**config.mk**
```make
export PLATFORM = sky130hd
export DESIGN_NAME = sc_regbackg_bank
export DESIGN_NICKNAME = d
export VERILOG_FILES = /design/src/rtl/sc_regbackg_pkg.sv /design/src/rtl/sc_regbackg_prescaler.sv /design/src/rtl/sc_regbackg_bank.sv
export SDC_FILE = /design/constraint.sdc
export NUM_CORES = 1
export LEC_CHECK = 0
export ABC_AREA = 0
export BUFFER_PORTS_ARGS = -buffer_cell sky130_fd_sc_hd__buf_2
export CAP_MARGIN = 30
export CORE_MARGIN = 2
export CORE_UTILIZATION = 56
export CTS_BUF_LIST = sky130_fd_sc_hd__clkbuf_8
export DETAILED_ROUTE_END_ITERATION = 8
export PLACE_DENSITY_LB_ADDON = 0.08
export SLEW_MARGIN = 20
export SYNTH_ARGS = -nofsm -noshare
export SYNTH_HDL_FRONTEND = slang
export SYNTH_SLANG_ARGS = --single-unit
```
**constraint.sdc**
```tcl
create_clock -name SC_RegBACKGBANK_CLOCK_50 -period 2.15 [get_ports SC_RegBACKGBANK_CLOCK_50]
set_input_delay 0.3225 -clock SC_RegBACKGBANK_CLOCK_50 [delete_from_list [all_inputs] [get_ports SC_RegBACKGBANK_CLOCK_50]]
set_output_delay 0.3225 -clock SC_RegBACKGBANK_CLOCK_50 [all_outputs]
set_load 0.005 [all_outputs]
```
**src/rtl/sc_regbackg_pkg.sv**
```systemverilog
`default_nettype none
// +----------------------------------------------------------------------------+
// | sc_regbackg_pkg : shared state and shift-selection encodings               |
// | Revision 1.0                                                               |
// +----------------------------------------------------------------------------+
package sc_regbackg_pkg;

  typedef enum logic [0:0] {
    ST_IDLE  = 1'b0,
    ST_SWEEP = 1'b1
  } sweepState_t;

  localparam logic [1:0] SH_HOLD  = 2'b00;
  localparam logic [1:0] SH_LEFT  = 2'b01;
  localparam logic [1:0] SH_RIGHT = 2'b10;

endpackage
`default_nettype wire

```
**src/rtl/sc_regbackg_prescaler.sv**
```systemverilog
`default_nettype none
// +----------------------------------------------------------------------------+
// | sc_regbackg_prescaler : wrapping shift-tick counter with sync clear/hold   |
// | Revision 1.0                                                               |
// +----------------------------------------------------------------------------+
module sc_regbackg_prescaler #(
  parameter int PERIOD = 1
) (
  input  logic clk,
  input  logic rst,
  input  logic i_clr,
  input  logic i_hold,
  output logic o_tick
);

  localparam int              C_CNTW = (PERIOD > 1) ? $clog2(PERIOD) : 1;
  localparam logic [C_CNTW-1:0] C_LAST = C_CNTW'(PERIOD - 1);

  logic [C_CNTW-1:0] r_count;

  assign o_tick = (r_count == C_LAST);

  always_ff @(posedge clk) begin
    if (rst || i_clr) begin
      r_count <= '0;
    end else if (!i_hold) begin
      r_count <= o_tick ? '0 : r_count + 1'b1;
    end
  end

endmodule
`default_nettype wire

```
**src/rtl/sc_regbackg_bank.sv**
```systemverilog
`default_nettype none
// +----------------------------------------------------------------------------+
// | sc_regbackg_bank : masked rotate/shift background register bank with       |
// | reload sweep. Macro SC_REGBACKGBANK_FILL_EN selects logical fill shifts.   |
// | Revision 1.0                                                               |
// +----------------------------------------------------------------------------+
module sc_regbackg_bank
  import sc_regbackg_pkg::*;
#(
  parameter int REGBACKG_DATAWIDTH   = 8,
  parameter int REGBACKG_ROWS        = 4,
  parameter int REGBACKG_ADDRWIDTH   = 2,
  parameter int REGBACKG_SHIFTPERIOD = 1,
  parameter logic [REGBACKG_ROWS*REGBACKG_DATAWIDTH-1:0] DATA_FIXED_INITREGBACKG = '0
) (
  input  logic                                          SC_RegBACKGBANK_CLOCK_50,
  input  logic                                          SC_RegBACKGBANK_RESET_InHigh,
  input  logic                                          SC_RegBACKGBANK_clear_InLow,
  input  logic                                          SC_RegBACKGBANK_transition_In,
  input  logic                                          SC_RegBACKGBANK_load_InLow,
  input  logic [REGBACKG_ADDRWIDTH-1:0]                 SC_RegBACKGBANK_addr_In,
  input  logic [REGBACKG_DATAWIDTH-1:0]                 SC_RegBACKGBANK_data_InBUS,
  input  logic [1:0]                                    SC_RegBACKGBANK_shiftselection_In,
  input  logic [REGBACKG_ROWS-1:0]                      SC_RegBACKGBANK_rowmask_In,
  input  logic                                          SC_RegBACKGBANK_fill_In,
  output logic [REGBACKG_ROWS*REGBACKG_DATAWIDTH-1:0]   SC_RegBACKGBANK_data_OutBUS,
  output logic                                          SC_RegBACKGBANK_busy_Out,
  output logic                                          SC_RegBACKGBANK_done_Out
);

  localparam int                          C_W        = REGBACKG_DATAWIDTH;
  localparam logic [REGBACKG_ADDRWIDTH-1:0] C_LASTROW = REGBACKG_ADDRWIDTH'(REGBACKG_ROWS - 1);

  sweepState_t                   r_state;
  logic [REGBACKG_ADDRWIDTH-1:0] r_idx;
  logic                          r_busy;
  logic                          r_done;
  logic                          w_clearReq;
  logic                          w_startSweep;
  logic                          w_tick;

  assign w_clearReq   = ~SC_RegBACKGBANK_clear_InLow;
  assign w_startSweep = SC_RegBACKGBANK_transition_In & SC_RegBACKGBANK_clear_InLow;

  // Counter runs only while idle; a sweep start re-phases it to zero.
  sc_regbackg_prescaler #(
    .PERIOD (REGBACKG_SHIFTPERIOD)
  ) u_prescaler (
    .clk    (SC_RegBACKGBANK_CLOCK_50),
    .rst    (SC_RegBACKGBANK_RESET_InHigh),
    .i_clr  (w_startSweep),
    .i_hold (r_state == ST_SWEEP),
    .o_tick (w_tick)
  );

  always_ff @(posedge SC_RegBACKGBANK_CLOCK_50) begin
    if (SC_RegBACKGBANK_RESET_InHigh) begin
      r_state <= ST_IDLE;
      r_idx   <= '0;
      r_busy  <= 1'b0;
      r_done  <= 1'b0;
    end else begin
      r_done <= 1'b0;
      if (w_clearReq) begin
        r_state <= ST_IDLE;
        r_idx   <= '0;
        r_busy  <= 1'b0;
      end else if (SC_RegBACKGBANK_transition_In) begin
        r_state <= ST_SWEEP;
        r_idx   <= '0;
        r_busy  <= 1'b1;
      end else if (r_state == ST_SWEEP) begin
        if (r_idx == C_LASTROW) begin
          r_state <= ST_IDLE;
          r_idx   <= '0;
          r_busy  <= 1'b0;
          r_done  <= 1'b1;
        end else begin
          r_idx <= r_idx + 1'b1;
        end
      end
    end
  end

  assign SC_RegBACKGBANK_busy_Out = r_busy;
  assign SC_RegBACKGBANK_done_Out = r_done;

`ifndef SC_REGBACKGBANK_FILL_EN
  logic w_unusedFill;
  assign w_unusedFill = SC_RegBACKGBANK_fill_In;
`endif

  for (genvar gRow = 0; gRow < REGBACKG_ROWS; gRow++) begin : g_row
    localparam logic [C_W-1:0]                C_INITROW = DATA_FIXED_INITREGBACKG[gRow*C_W +: C_W];
    localparam logic [REGBACKG_ADDRWIDTH-1:0] C_ROWADDR = REGBACKG_ADDRWIDTH'(gRow);

    logic [C_W-1:0] r_row;
    logic [C_W-1:0] w_shifted;
    logic           w_inLeft;
    logic           w_inRight;

`ifdef SC_REGBACKGBANK_FILL_EN
    assign w_inLeft  = SC_RegBACKGBANK_fill_In;
    assign w_inRight = SC_RegBACKGBANK_fill_In;
`else
    assign w_inLeft  = r_row[C_W-1];
    assign w_inRight = r_row[0];
`endif

    always_comb begin
      w_shifted = r_row;
      case (SC_RegBACKGBANK_shiftselection_In)
        SH_LEFT:  w_shifted = {r_row[C_W-2:0], w_inLeft};
        SH_RIGHT: w_shifted = {w_inRight, r_row[C_W-1:1]};
        SH_HOLD:  w_shifted = r_row;
        default:  w_shifted = r_row;
      endcase
    end

    always_ff @(posedge SC_RegBACKGBANK_CLOCK_50) begin
      if (SC_RegBACKGBANK_RESET_InHigh) begin
        r_row <= '0;
      end else if (w_clearReq) begin
        r_row <= C_INITROW;
      end else if (SC_RegBACKGBANK_transition_In) begin
        r_row <= r_row;
      end else if (r_state == ST_SWEEP) begin
        if (r_idx == C_ROWADDR) begin
          r_row <= C_INITROW;
        end
      end else if (!SC_RegBACKGBANK_load_InLow && (SC_RegBACKGBANK_addr_In == C_ROWADDR)) begin
        r_row <= SC_RegBACKGBANK_data_InBUS;
      end else if (w_tick && SC_RegBACKGBANK_rowmask_In[gRow]) begin
        r_row <= w_shifted;
      end
    end

    assign SC_RegBACKGBANK_data_OutBUS[gRow*C_W +: C_W] = r_row;
  end

endmodule
`default_nettype wire

```
==> results.sh, run 1 <==
export IMPL_ios=56
export IMPL_drt_iter0_markers=106
export IMPL_wl_per_cell_um=16.5
export IMPL_cts_htree_levels=2
export IMPL_p_total_uw=1400
export IMPL_cts_resized=0
export IMPL_finalNonFillerCells=360
export IMPL_grt_ovfl_total=0
export IMPL_fin_crit_ns=1.71
export IMPL_antenna_found_initial=0
export IMPL_yosysTopAreaCell="dfxtp_1"
export IMPL_synthTopCellsByCount="66 x mux2i_1, 37 x dfxtp_1, 33 x nand2_1"
export IMPL_fin_worst_skew_ns=0.00493
export IMPL_grt_setup_unrepaired="no"
export IMPL_syn_inst=267
export IMPL_yosysUniqueCellTypes=22
export IMPL_gp_congestion=0.775
export IMPL_place_hpwl_mm=4.12
export IMPL_worst_setup_path_type="reg2reg"
export IMPL_r2r_start="r_state$_SDFF_PP0_"
export IMPL_status="completed"
export IMPL_ff2ff_path_depth=3
export IMPL_clk_latency_ns=0.30
export IMPL_drc=0
export IMPL_final_area_um2=2840
export IMPL_slowest_delay_ns=0.79
export IMPL_drive_gt1_share_pct=23.7
export IMPL_cts_sinks=37
export IMPL_cap_violations=0
export IMPL_yosysMostFrequentCell="mux2i_1"
export IMPL_utilization_pct=65.7
export IMPL_die_x_um=70.9
export IMPL_synthToLayoutAreaGrowth_pct=13.4
export IMPL_cp_required_ns=2.38
export IMPL_cts_buffers=5
export IMPL_startpoint="r_state$_SDFF_PP0_"
export IMPL_path_cells="or3b_2 > a211o_1 > mux2i_1"
export IMPL_hold_depth=2
export IMPL_track_usage_pct=23.4
export IMPL_min_path_type="in2reg"
export IMPL_critPathCaptureType="register"
export IMPL_die_h_um=70.9
export IMPL_fin_nets=334
export IMPL_synth_area_leaders="dfxtp_1 30%, mux2i_1 26%, a211o_1 11%"
export IMPL_yosysSeqAreaShare_pct=29.5
export IMPL_clockBufferDepth=2
export IMPL_start_kind="register"
export IMPL_grt_pass1_vias=1867
export IMPL_synth_edf_count=0
export IMPL_cp_slowest_cell="or3b_2"
export IMPL_p_per_area_nw_per_um2=494
export IMPL_finalCritPeriodShare_pct=79.6
export IMPL_die_area_um2=5030
export IMPL_clock_fmax_mhz=584
export IMPL_max_vdd_ir_drop_v=0.000264
export IMPL_port_buffers=54
export IMPL_relSlewSlack_pct=52.0
export IMPL_post_cts_setup_buffer_count=0
export IMPL_cts_tree="yes"
export IMPL_cts_root_buf="clkbuf_8"
export IMPL_clk_pin_slew_worst_paths_ns=0.07
export IMPL_synthDominantCellAreaShare_pct=29.5
export IMPL_place_area_um2=2760
export IMPL_worstMarginPinSlew_ns=0.720
export IMPL_hold_buffers=0
export IMPL_core_um2=4320
export IMPL_num_vias=2135
export IMPL_syn_num_nets=294
export IMPL_arrival_ns=1.94
export IMPL_grt_max_degree=33
export IMPL_num_antenna_cells=0
export IMPL_hp_start="SC_RegBACKGBANK_transition_In"
export IMPL_p_leak_uw=0.00124
export IMPL_netlist_area_um2=2510
export IMPL_place_detailed_instances=352
export IMPL_dr_pass1_iters=4
export IMPL_final_hold_viol_count=0
export IMPL_num_rows=24
export IMPL_drv_slew=0
export IMPL_setup_tns_final_ns=0
export IMPL_final_antenna_net_count=0
export IMPL_viasPerCell=5.93
export IMPL_grt_pass1_wl_mm=9.44
export IMPL_setup_viol=0
export IMPL_crit_fanout=32
export IMPL_yosys_warnings=0
export IMPL_ys_seq_elements=37
export IMPL_synth_flop_cell="dfxtp_1"
export IMPL_start_util_pct=58.0
export IMPL_routed_wl_mm=5.96
export IMPL_syn_area_per_cell_um2=9.39
export IMPL_synthArstFlopShare_pct=0
==> metal layers <==
metal | wire length (um) | GRT usage (%)
met3 | 295 | 5.13
met1 | 3020 | 35.2
met5 | 0 | 0
met4 | 42 | 5.03
met2 | 2600 | 34.4
==> layout make-up <==
type | instances | area, um2
repair buffers | 65 | 365
fillers | 406 | 1480
multi-input cells | 194 | 1580
flip-flops and latches | 37 | 741
inverters | 4 | 15.0
well taps | 52 | 65.1
clock buffers | 5 | 68.8
clock inverters | 3 | 11.3
==> worst paths after layout <==
path,slack [ns],endpoint
worst max register to register,0.44,g_row[3].r_row[3]$_SDFFE_PP0P_
worst min-delay path,0.33,SC_RegBACKGBANK_done_Out$_SDFF_PP0_
worst max-delay path,0.44,g_row[3].r_row[3]$_SDFFE_PP0P_
worst min register to register,0.49,SC_RegBACKGBANK_busy_Out$_SDFFE_PP0P_
==> placed cells by master, fill, tap and decap left out, types with 4 or more instances in the layout <==
cell type,count
mux2i_1,66
buf_2,54
dfxtp_1,37
nand2_1,33
a211o_1,32
nor4b_1,16
buf_4,10
nor4bb_1,8
nor4_1,8
inv_1,7
nand2b_1,5
clkbuf_8,5
nor2b_1,4
a311o_1,4
ha_1,4
==> sequential cells by signal (all words and copies together), names as in the netlist <==
| register | flops |
|---|---|
| SC_RegBACKGBANK_busy_Out | 1 |
| SC_RegBACKGBANK_done_Out | 1 |
| r_idx | 2 |
| g_row.r_row | 32 |
| r_state | 1 |
==> report_power, final <==
part / internal [uW] / switching, uW
sequential: 691 / 6.86
combinational: 103 / 134
clock: 216 / 252
==> cells by family (layout without fill, tap and decap cells) <==
family	Yosys count	in the layout	synth area share (%)
buf+inv	36	77	7.78
compound gates	37	37	13.0
simple gates	86	86	20.9
mux	66	66	26.3
flops	37	37	29.5
fa+ha+maj	5	5	2.50
==> critical path: cells and delay by family, from the launching register on <==
| family | cells | cell delay [ns] |
|---|---|---|
| flip-flops | 1 | 0.37 |
| multiplexers | 1 | 0.12 |
| AO/OA/AOI/OAI | 1 | 0.35 |
| AND/OR/NAND/NOR | 1 | 0.79 |
==> stage by stage <==
stage          setup WS [ns]  hold WS [ns]
2_1_floorplan          0.521         0.478
3_3_place_gp           0.300         0.462
3_5_place_dp           0.275         0.479
4_1_cts                0.459         0.317
5_1_grt                0.333         0.332
6_report               0.438         0.326
Note: power is estimated with default switching activity, not from simulation.
==> inputs of run 2 (changes only) <==
--- a/config.mk
+++ b/config.mk
@@ -5,11 +5,11 @@
 export SDC_FILE = /design/constraint.sdc
 export NUM_CORES = 1
 export LEC_CHECK = 0
-export ABC_AREA = 0
+export ABC_AREA = 1
 export BUFFER_PORTS_ARGS = -buffer_cell sky130_fd_sc_hd__buf_2
 export CAP_MARGIN = 30
 export CORE_MARGIN = 2
-export CORE_UTILIZATION = 56
+export CORE_UTILIZATION = 57
 export CTS_BUF_LIST = sky130_fd_sc_hd__clkbuf_8
 export DETAILED_ROUTE_END_ITERATION = 8
 export PLACE_DENSITY_LB_ADDON = 0.08
==> constraint.sdc (replaced) <==
create_clock -name SC_RegBACKGBANK_CLOCK_50 -period 1.7 [get_ports SC_RegBACKGBANK_CLOCK_50]
set_input_delay 0.255 -clock SC_RegBACKGBANK_CLOCK_50 [delete_from_list [all_inputs] [get_ports SC_RegBACKGBANK_CLOCK_50]]
set_output_delay 0.255 -clock SC_RegBACKGBANK_CLOCK_50 [all_outputs]
set_load 0.005 [all_outputs]
==> run 2 against run 1 <==
Net effect: clock skew increased by 0.0011 ns; flip-flop and latch count unchanged; via count grew 42%; count of clock-buffer cells in the layout did not move; die area is 8.6% higher; critical path type unchanged; first-iteration DRC count grew 88%; largest power group unchanged; wire length up 14%; combinational power is 140% higher; fmax is 17% higher; synthesized area is 11% higher; final area is 13% higher; largest cell class unchanged; global-route usage increased by 3.6 points.
==> results.sh, run 2 <==
export IMPL_grt_pass1_wl_mm=11.8
export IMPL_ios=56
export IMPL_finalCritPeriodShare_pct=85.9
export IMPL_largest_register_ffs=32
export IMPL_dr_pass1_iters=4
export IMPL_p_leak_uw=0.00200
export IMPL_die_area_um2=5460
export IMPL_hold_buffers=0
export IMPL_largestRegisters="g_row.r_row (32), r_idx (2)"
export IMPL_cp_required_ns=1.89
export IMPL_worstMarginPinSlew_ns=0.361
export IMPL_power_frac_clock_pct=28.7
export IMPL_syn_num_nets=536
export IMPL_clk_latency_ns=0.29
export IMPL_antenna_found_initial=0
export IMPL_final_area_um2=3220
export IMPL_worst_setup_path_type="reg2reg"
export IMPL_viasPerCell=4.80
export IMPL_critPathCaptureType="register"
export IMPL_dp_slack_ns=0.176
export IMPL_yosysTopAreaCell="nand2_1"
export IMPL_place_area_um2=3140
export IMPL_track_usage_pct=27.0
export IMPL_final_common_cell="nand2_1"
export IMPL_synth_area_leaders="nand2_1 32%, dfxtp_1 27%, nand3_1 10%"
export IMPL_fin_crit_ns=1.46
export IMPL_pwr_share_comb_pct=27.4
export IMPL_crit_fanout=8
export IMPL_synthArstFlopShare_pct=0
export IMPL_cts_tree="yes"
export IMPL_core_um2=4720
export IMPL_fin_nets=592
export IMPL_p_per_area_nw_per_um2=648
export IMPL_fin_worst_skew_ns=0.00604
export IMPL_final_cell_mix="241 x nand2_1, 69 x inv_1, 56 x nand3_1"
export IMPL_final_hold_viol_count=0
export IMPL_top_register="g_row.r_row"
export IMPL_seq_power_share_pct=43.9
export IMPL_drive_gt1_share_pct=16.3
export IMPL_place_hpwl_mm=5.02
export IMPL_cts_htree_levels=2
export IMPL_max_vdd_ir_drop_v=0.000383
export IMPL_drc=0
export IMPL_status="completed"
export IMPL_synthToLayoutAreaGrowth_pct=15.5
export IMPL_clk_pin_slew_worst_paths_ns=0.07
export IMPL_p_sw_share_pct=33.8
export IMPL_p_total_uw=2080
export IMPL_yosysMostFrequentCell="nand2_1"
export IMPL_grt_setup_unrepaired="no"
export IMPL_min_path_type="in2reg"
export IMPL_fin_ws_ns=0.240
export IMPL_synth_flop_cell="dfxtp_1"
export IMPL_yosysSeqAreaShare_pct=26.6
export IMPL_grt_pass1_vias=2759
export IMPL_num_vias=3038
export IMPL_die_h_um=73.9
export IMPL_setup_viol=0
export IMPL_gp_congestion=0.866
export IMPL_routed_wl_mm=6.78
export IMPL_cap_violations=0
export IMPL_netSwitchingPower_uw=705
export IMPL_final_antenna_net_count=0
export IMPL_netlist_area_um2=2790
export IMPL_wl_per_cell_um=10.7
export IMPL_path_cells="inv_1 > ha_1 > o21ai_1 > inv_1 > nand2_2 > nand2_1 > nand2_1 > nor2_1"
export IMPL_post_cts_setup_buffer_count=0
export IMPL_arrival_ns=1.65
export IMPL_syn_area_per_cell_um2=5.47
export IMPL_grt_ovfl_total=0
export IMPL_internal_power_uw=1380
export IMPL_synth_edf_count=0
export IMPL_synthDominantCellAreaShare_pct=32.5
export IMPL_relSlewSlack_pct=75.9
export IMPL_num_rows=25
export IMPL_cts_root_buf="clkbuf_8"
export IMPL_cts_resized=0
export IMPL_die_x_um=73.9
export IMPL_slowest_delay_ns=0.36
export IMPL_start_util_pct=59.0
export IMPL_utilization_pct=68.1
export IMPL_cts_buffers=5
export IMPL_clock_fmax_mhz=685
export IMPL_ys_seq_elements=37
export IMPL_drv_slew=0
export IMPL_port_buffers=54
export IMPL_cts_sinks=37
export IMPL_syn_inst=509
export IMPL_cp_slowest_cell="dfxtp_1"
export IMPL_drt_iter0_markers=199
export IMPL_clockBufferDepth=2
export IMPL_grt_max_degree=36
export IMPL_yosys_warnings=0
export IMPL_setup_tns_final_ns=0
export IMPL_start_kind="register"
export IMPL_num_antenna_cells=0
export IMPL_synthTopCellsByCount="241 x nand2_1, 66 x inv_1, 56 x nand3_1"
export IMPL_yosysUniqueCellTypes=26
-- run 2: logic make-up (layout without fill, tap and decap cells) --
family,after synthesis,in the layout,share of synthesized area [%]
buffers and inverters,107,164,15.7
AND/OR/NAND/NOR,344,344,51.3
AO/OA/AOI/OAI,16,16,4.18
adder cells (fa/ha/maj),5,5,2.25
flip-flops,37,37,26.6
-- run 2: path summary, 6_finish.rpt --
kind,cells after the start,end,slack [ns],start
max,8,g_row[0].r_row[4]$_SDFFE_PP0P_,0.24,r_idx[0]$_SDFFE_PP0P_
min,4,g_row[1].r_row[3]$_SDFFE_PP0P_,0.28,SC_RegBACKGBANK_RESET_InHigh
max reg2reg,8,g_row[0].r_row[4]$_SDFFE_PP0P_,0.24,r_idx[0]$_SDFFE_PP0P_
min reg2reg,2,SC_RegBACKGBANK_busy_Out$_SDFFE_PP0P_,0.49,SC_RegBACKGBANK_busy_Out$_SDFFE_PP0P_
-- run 2: layer usage --
| metal | track usage [%] | vias up | routed length, um |
|---|---|---|---|
| met5 | 0 | - | 0 |
| li1 | - | 1613 | - |
| met3 | 3.29 | 13 | 349 |
| met4 | 9.90 | 0 | 119 |
| met1 | 36.2 | 1331 | 3170 |
| met2 | 44.5 | 81 | 3140 |
-- run 2: area by class of cell --
cell class / instances / area [um2]
Clock inverter: 3 / 11.3
Clock buffer: 5 / 68.8
Timing Repair Buffer: 67 / 368
Sequential cell: 37 / 741
Inverter: 89 / 334
Multi-Input combinational cell: 365 / 1610
Tap cell: 67 / 83.8
Fill cell: 449 / 1510
-- run 2: worst max-delay path: cells and delay by family, from the launching register on --
family	cells	cell delay, ns
buffers and inverters	2	0.19
AND/OR/NAND/NOR	4	0.33
adder cells (fa/ha/maj)	1	0.20
AO/OA/AOI/OAI	1	0.27
flip-flops	1	0.36
-- run 2: stage by stage --
stage | cells | hold slack (ns)
3_3_place_gp | 625 | 0.473
6_report | 633 | 0.279
3_5_place_dp | 625 | 0.471
5_1_grt | 633 | 0.281
2_1_floorplan | 509 | 0.463
4_1_cts | 633 | 0.276
-- run 2: power groups by stage --
stage	Clock (uW)	Combinational, uW	Sequential (uW)
floorplan	0	413	938
global placement	0	554	933
detailed placement	0	566	935
CTS	612	568	914
global route	652	659	919
finish	598	570	914
